File: src/rtl/mem_bridge.sv
// mem_bridge: arbitrates an instruction-fetch port and a data port onto a
// single-outstanding memory interface. Handles RV32I load/store widths,
// lane steering, sign extension and misaligned/illegal access errors.
module mem_bridge #(
    parameter int ADDR_W        = 32,
    parameter int MEM_LATENCY   = 1,
    parameter bit DATA_PRIORITY = 1'b1
) (
    input  logic              clk,
    input  logic              rst,
    // instruction port
    input  logic              if_req,
    input  logic [ADDR_W-1:0] if_addr,
    output logic              if_gnt,
    output logic              if_rvalid,
    output logic [31:0]       if_rdata,
    output logic              if_err,
    // data port
    input  logic              d_req,
    input  logic              d_we,
    input  logic [ADDR_W-1:0] d_addr,
    input  logic [31:0]       d_wdata,
    input  logic [2:0]        d_funct3,
    output logic              d_gnt,
    output logic              d_rvalid,
    output logic [31:0]       d_rdata,
    output logic              d_err,
    // memory side
    output logic              mem_wen,
    output logic [ADDR_W-1:0] mem_addr,
    output logic [31:0]       mem_wd,
    output logic [3:0]        mem_be,
    input  logic [31:0]       mem_rd
);

    typedef enum logic [1:0] {IDLE, ISSUE, WAIT, RESP} state_t;

    localparam logic [3:0] LAT = 4'(MEM_LATENCY);

    state_t            state_q, state_d;
    logic [3:0]        cnt_q;
    logic              last_q;      // 1 = data port was granted most recently
    logic              owner_q;     // 1 = data port owns the transaction
    logic              we_q;
    logic [2:0]        f3_q;
    logic [1:0]        lo_q;
    logic [3:0]        be_q;
    logic              err_q;
    logic [31:0]       rdata_q;
    logic [ADDR_W-1:0] mem_addr_q;
    logic [31:0]       mem_wd_q;

    logic              any_req;
    logic              pick;        // winner: 1 = data, 0 = instruction
    logic [ADDR_W-1:0] sel_addr;
    logic [2:0]        sel_f3;
    logic              sel_we;
    logic              legal;
    logic              misal;
    logic              bad;
    logic [3:0]        sel_be;
    logic [31:0]       sel_wd;

    // Load data formatting: lane select then sign/zero extend; stores return 0.
    function automatic logic [31:0] fmt_load(input logic [31:0] rd, input logic [2:0] f3,
                                             input logic [1:0] lo, input logic we);
        logic [7:0]  b;
        logic [15:0] h;
        case (lo)
            2'd0:    b = rd[7:0];
            2'd1:    b = rd[15:8];
            2'd2:    b = rd[23:16];
            default: b = rd[31:24];
        endcase
        h = lo[1] ? rd[31:16] : rd[15:0];
        if (we) return 32'd0;
        case (f3)
            3'b000:  return {{24{b[7]}}, b};
            3'b100:  return {24'd0, b};
            3'b001:  return {{16{h[15]}}, h};
            3'b101:  return {16'd0, h};
            default: return rd;
        endcase
    endfunction

    // Arbitration and decode of the winning request (fetch is a word load).
    always_comb begin
        any_req = if_req | d_req;
        if (if_req && d_req) pick = DATA_PRIORITY ? 1'b1 : !last_q;
        else                 pick = d_req;
        sel_addr = pick ? d_addr : if_addr;
        sel_f3   = pick ? d_funct3 : 3'b010;
        sel_we   = pick & d_we;
        case (sel_f3)
            3'b000, 3'b001, 3'b010: legal = 1'b1;
            3'b100, 3'b101:         legal = !sel_we;
            default:                legal = 1'b0;
        endcase
        case (sel_f3[1:0])
            2'b01:   misal = sel_addr[0];
            2'b10:   misal = (sel_addr[1:0] != 2'b00);
            default: misal = 1'b0;
        endcase
        bad = !legal || misal;
        case (sel_f3[1:0])
            2'b00:   sel_be = 4'b0001 << sel_addr[1:0];
            2'b01:   sel_be = sel_addr[1] ? 4'b1100 : 4'b0011;
            default: sel_be = 4'b1111;
        endcase
        case (sel_f3[1:0])
            2'b00:   sel_wd = {4{d_wdata[7:0]}};
            2'b01:   sel_wd = {2{d_wdata[15:0]}};
            default: sel_wd = d_wdata;
        endcase
    end

    // State register.
    always_ff @(posedge clk or posedge rst) begin
        if (rst) state_q <= IDLE;
        else     state_q <= state_d;
    end

    // Next-state logic and all FSM-qualified outputs.
    always_comb begin
        state_d   = state_q;
        if_gnt    = 1'b0;
        d_gnt     = 1'b0;
        if_rvalid = 1'b0;
        d_rvalid  = 1'b0;
        if_err    = 1'b0;
        d_err     = 1'b0;
        if_rdata  = 32'd0;
        d_rdata   = 32'd0;
        mem_wen   = 1'b0;
        mem_be    = 4'd0;
        case (state_q)
            IDLE: begin
                if (any_req && !rst) begin
                    if_gnt  = !pick;
                    d_gnt   = pick;
                    state_d = bad ? RESP : ISSUE;
                end
            end
            ISSUE: begin
                mem_wen = we_q;
                mem_be  = be_q;
                state_d = WAIT;
            end
            WAIT: begin
                if (cnt_q <= 4'd1) state_d = RESP;
            end
            RESP: begin
                if_rvalid = !owner_q;
                d_rvalid  = owner_q;
                if_err    = !owner_q & err_q;
                d_err     = owner_q & err_q;
                if_rdata  = owner_q ? 32'd0 : rdata_q;
                d_rdata   = owner_q ? rdata_q : 32'd0;
                state_d   = IDLE;
            end
        endcase
    end

    // Request capture, latency counter and response data registers.
    always_ff @(posedge clk or posedge rst) begin
        if (rst) begin
            cnt_q      <= 4'd0;
            last_q     <= 1'b1;
            owner_q    <= 1'b0;
            we_q       <= 1'b0;
            f3_q       <= 3'd0;
            lo_q       <= 2'd0;
            be_q       <= 4'd0;
            err_q      <= 1'b0;
            rdata_q    <= 32'd0;
            mem_addr_q <= '0;
            mem_wd_q   <= 32'd0;
        end else begin
            case (state_q)
                IDLE: begin
                    if (any_req) begin
                        owner_q <= pick;
                        last_q  <= pick;
                        we_q    <= sel_we;
                        f3_q    <= sel_f3;
                        lo_q    <= sel_addr[1:0];
                        be_q    <= sel_be;
                        err_q   <= bad;
                        rdata_q <= 32'd0;
                        if (!bad) begin
                            mem_addr_q <= {sel_addr[ADDR_W-1:2], 2'b00};
                            mem_wd_q   <= sel_wd;
                        end
                    end
                end
                ISSUE: cnt_q <= LAT;
                WAIT: begin
                    cnt_q <= cnt_q - 4'd1;
                    if (cnt_q <= 4'd1) rdata_q <= fmt_load(mem_rd, f3_q, lo_q, we_q);
                end
                default: ;
            endcase
        end
    end

    assign mem_addr = mem_addr_q;
    assign mem_wd   = mem_wd_q;

endmodule

File: config.mk
export PLATFORM = sky130hd
export DESIGN_NAME = mem_bridge
export DESIGN_NICKNAME = d
export VERILOG_FILES = /design/src/rtl/mem_bridge.sv
export SDC_FILE = /design/constraint.sdc
export NUM_CORES = 1
export LEC_CHECK = 0
export CORE_ASPECT_RATIO = 1.75
export CORE_MARGIN = 5
export CORE_UTILIZATION = 30
export CTS_CLUSTER_DIAMETER = 150
export DETAILED_ROUTE_END_ITERATION = 7
export HOLD_SLACK_MARGIN = 0.02
export SLEW_MARGIN = 20
export SYNTH_ARGS = -nofsm -noshare
export SYNTH_HDL_FRONTEND = slang
export SYNTH_SLANG_ARGS = --single-unit
File: constraint.sdc
create_clock -name clk -period 5.7 [get_ports clk]
set_input_delay 1.14 -clock clk [delete_from_list [all_inputs] [get_ports clk]]
set_output_delay 1.14 -clock clk [all_outputs]
set_load 0.03 [all_outputs]
==> parameters.txt <==
Parameter                              Value

Status
  Result of the run    complete, no violations

Yosys
  Number of different library cells in the post-synthesis netlist    50
  Most area-hungry cell type in the Yosys netlist    sky130_fd_sc_hd__dfrtp_1
  Number of instances in the synthesized netlist    564
  Sequential element share of the synthesized area    0.446
  Flip-flop cell with the highest count after synthesis    sky130_fd_sc_hd__dfrtp_1
  Most common library cells after synthesis    sky130_fd_sc_hd__dfrtp_1 (112), sky130_fd_sc_hd__mux2_2 (94), sky130_fd_sc_hd__and2_1 (41), sky130_fd_sc_hd__and3_1 (34), sky130_fd_sc_hd__o2bb2ai_1 (27)
  Post-synth top area share    0.446
  Mean Syn Cell Area    11.2 um^2
  Yosys synthesis warning count    0
  Share of synthesized registers carrying an async set or reset    1.00
  FF+latch count, synth    112
  Number of flops mapped to enable cells by yosys    0
  Cell with the most instances after synthesis    sky130_fd_sc_hd__dfrtp_1
  Netlist area before placement    between 0.006 and 0.007 mm^2
  Synth top area cells    sky130_fd_sc_hd__dfrtp_1 (45%), sky130_fd_sc_hd__mux2_2 (17%), sky130_fd_sc_hd__and2_1 (4.1%)

Routing
  Router iterations before antenna repair    4
  Starting DRC count in detailed routing    246
  DR WL met2    11400 um
  DRC violations left    0
  Wire length the detailed router placed on met1    7640 um
  Met3 layer wire length in the routed design    1290 um
  Highest routing layer actually used    met4
  Vias per std cell    4.98
  Total wire length    21200 um
  Routed WL per cell    19.9 um
  Total number of vias    5320
  Antenna Nets Post-Route    0

Cells and area
  Proportion of layout cells with a drive suffix above 1    0.153
  Final core area utilization    0.455
  Area overhead of the layout relative to synthesis    50.1%
  Number of nets at the end of the flow    956

Die
  Floorplan row count    70
  Starting density of the core    0.303
  Boundary pin count    275
  Overall die area    0.0241 mm^2
  Die Y-Extent    202 um
  Die width    119 um
  Total core area    approximately 0.021 mm^2

Timing
  Min cycle time layout    4010 ps
  Max frequency    249 MHz
  Slew at the pin closest to its max-slew limit    ~1100 ps
  Setup WS post-layout    about 1700 ps
  Final number of setup-violating endpoints    0
  Relative max-transition margin    0.268
  Worst hold slack    502 ps
  Final Cycle Share    0.703
  Count of final hold-check violations    0
  Final Slew Violations    0
  Total Negative Setup Slacks    0 ps
  Setup repair after global routing missed its margin    no
  Setup skew after layout    approximately 12 ps

Clocking
  Clock-pin transition on the worst setup and hold timing paths    approximately 80 ps
  Root cell of the clock tree    sky130_fd_sc_hd__clkbuf_16
  Cts bufs inserted    9
  CTS tree    done
  Setup Buffers After CTS    0
  Worst skew pair latency    350 ps
  Sinks on Clock Net    112
  Cells resized by post-CTS repair    0
  Hold_buf cts    0
  Maximum count of clock buffers along a single path    2
  Maximum level of the CTS H-tree    3

Setup path
  Critical-path cell with the highest stage delay    sky130_fd_sc_hd__clkdlybuf4s50_1
  Critical Path RT    ~4600 ps
  Total stage count of the critical path    4
  Origin of the worst setup path    d_req
  Worst-path fanout max    26
  Count of cells along the worst register-to-register path    6
  Cell type group with the largest total delay on the critical path    buffers and inverters
  Worst path buffer plus inverter count    2
  Critical path cell sequence    buf_2 > o21ai_1 > nor3_1 > clkdlybuf4s50_1
  Worst reg2reg path startpoint    state_q[1]
  FF-to-FF setup slack    3140 ps
  WS Path Type    primary input to output port
  Critical path capture point    if_gnt
  Critical path endpoint category    output port
  Reg-to-reg critical path endpoint    mem_wd[13]
  Startpoint kind of the worst setup timing path    primary input
  Worst path max stage delay    between 700 and 800 ps
  CP Data Arrival Time    ~2900 ps

Placement
  Estimated wirelength of the detail-placed design    roughly 17000 um
  Routability cong.    about 0.83
  Count of input and output buffers    272
  Worst-case setup slack after placement    1600 ps

Global routing
  Via count of the first global-routing pass    5600
  First-pass GRT wire length    32800 um
  Number of antenna violations at the first check in global routing    2
  All-layer global routing usage    0.174
  Overall overflow remaining after global route    0
  Pin count of the biggest net entering global routing    73

Flow run
  Max_cap viols    0

Pwr
  Worst ir drop on vdd    0.000237 V
  Power Dens Cells    491 mW/mm^2
  Power Total    4640 uW
  LEAKAGE    about 0.0040 uW

Worst hold path
  Path type of the worst min-delay path    flip-flop to flip-flop
## logic make-up after synthesis
kind of cell	synth area share
compound gates	0.154
simple gates	0.117
other cells	0.000596
mux	0.210
buf+inv	0.0523
flops	0.446
fa+ha+maj	0.0199
## layout by cell type (no fill, tap or decap), types with 11 or more instances in the layout
master and count:
sky130_fd_sc_hd__nor2_1 11, sky130_fd_sc_hd__mux2_2 94, sky130_fd_sc_hd__clkdlybuf4s50_1 271, sky130_fd_sc_hd__o21ai_0 14, sky130_fd_sc_hd__nand2_1 17, sky130_fd_sc_hd__mux2i_1 24, sky130_fd_sc_hd__and3_1 34, sky130_fd_sc_hd__a22oi_1 20
sky130_fd_sc_hd__dfrtp_1 112, sky130_fd_sc_hd__a22o_1 18, sky130_fd_sc_hd__and2_1 41, sky130_fd_sc_hd__inv_1 21, sky130_fd_sc_hd__o2bb2ai_1 27
## how the worst min path moves through the flow
stage | startpoint | slack (ps) | to | depth (start not counted)
detailed placement | rdata_q[4] | 480 | rdata_q[4] | 1
finish | be_q[0] | 500 | be_q[0] | 1
global placement | rdata_q[4] | 480 | rdata_q[4] | 1
global route | mem_addr[11] | 510 | mem_addr[11] | 1
floorplan | cnt_q[3] | 450 | cnt_q[3] | 1
CTS | rdata_q[4] | 500 | rdata_q[4] | 1
## registers in the layout, summed over array words and instances, names as in the netlist
name and cells:
cnt_q 4, we_q 1, mem_addr 30, state_q 2
lo_q 2, owner_q 1, err_q 1, rdata_q 32
be_q 4, mem_wd 32, f3_q 3
## layer usage
metal  GRT usage  vias to the layer above
met5           0                        -
met4      0.0856                        0
met3      0.0408                       39
met2       0.323                      188
met1       0.181                     2548
li1            -                     2545
## per-stage QoR
stage	std cells	instance area (um^2)
after floorplan	565	6290
after global placement	1051	9170
after detailed placement	1051	9170
after CTS	1067	9430
after global routing	1069	9440
final	1069	9440
## cell type report
cell class,count,area (um^2)
Antenna cell,2,5.00
Clock buffer,13,250
Clock inverter,3,17.5
Fill cell,1980,11300
Inverter,23,88.8
Multi-Input combinational cell,382,3170
Sequential cell,112,2800
Tap cell,252,315
Timing Repair Buffer,282,2790
## power by group
group	switching [uW]	internal, uW	leakage (uW)
clock	289	309	0.000130
combinational	1430	1150	0.00253
sequential	297	1160	0.00137
Power figures use the tool's default switching activity.
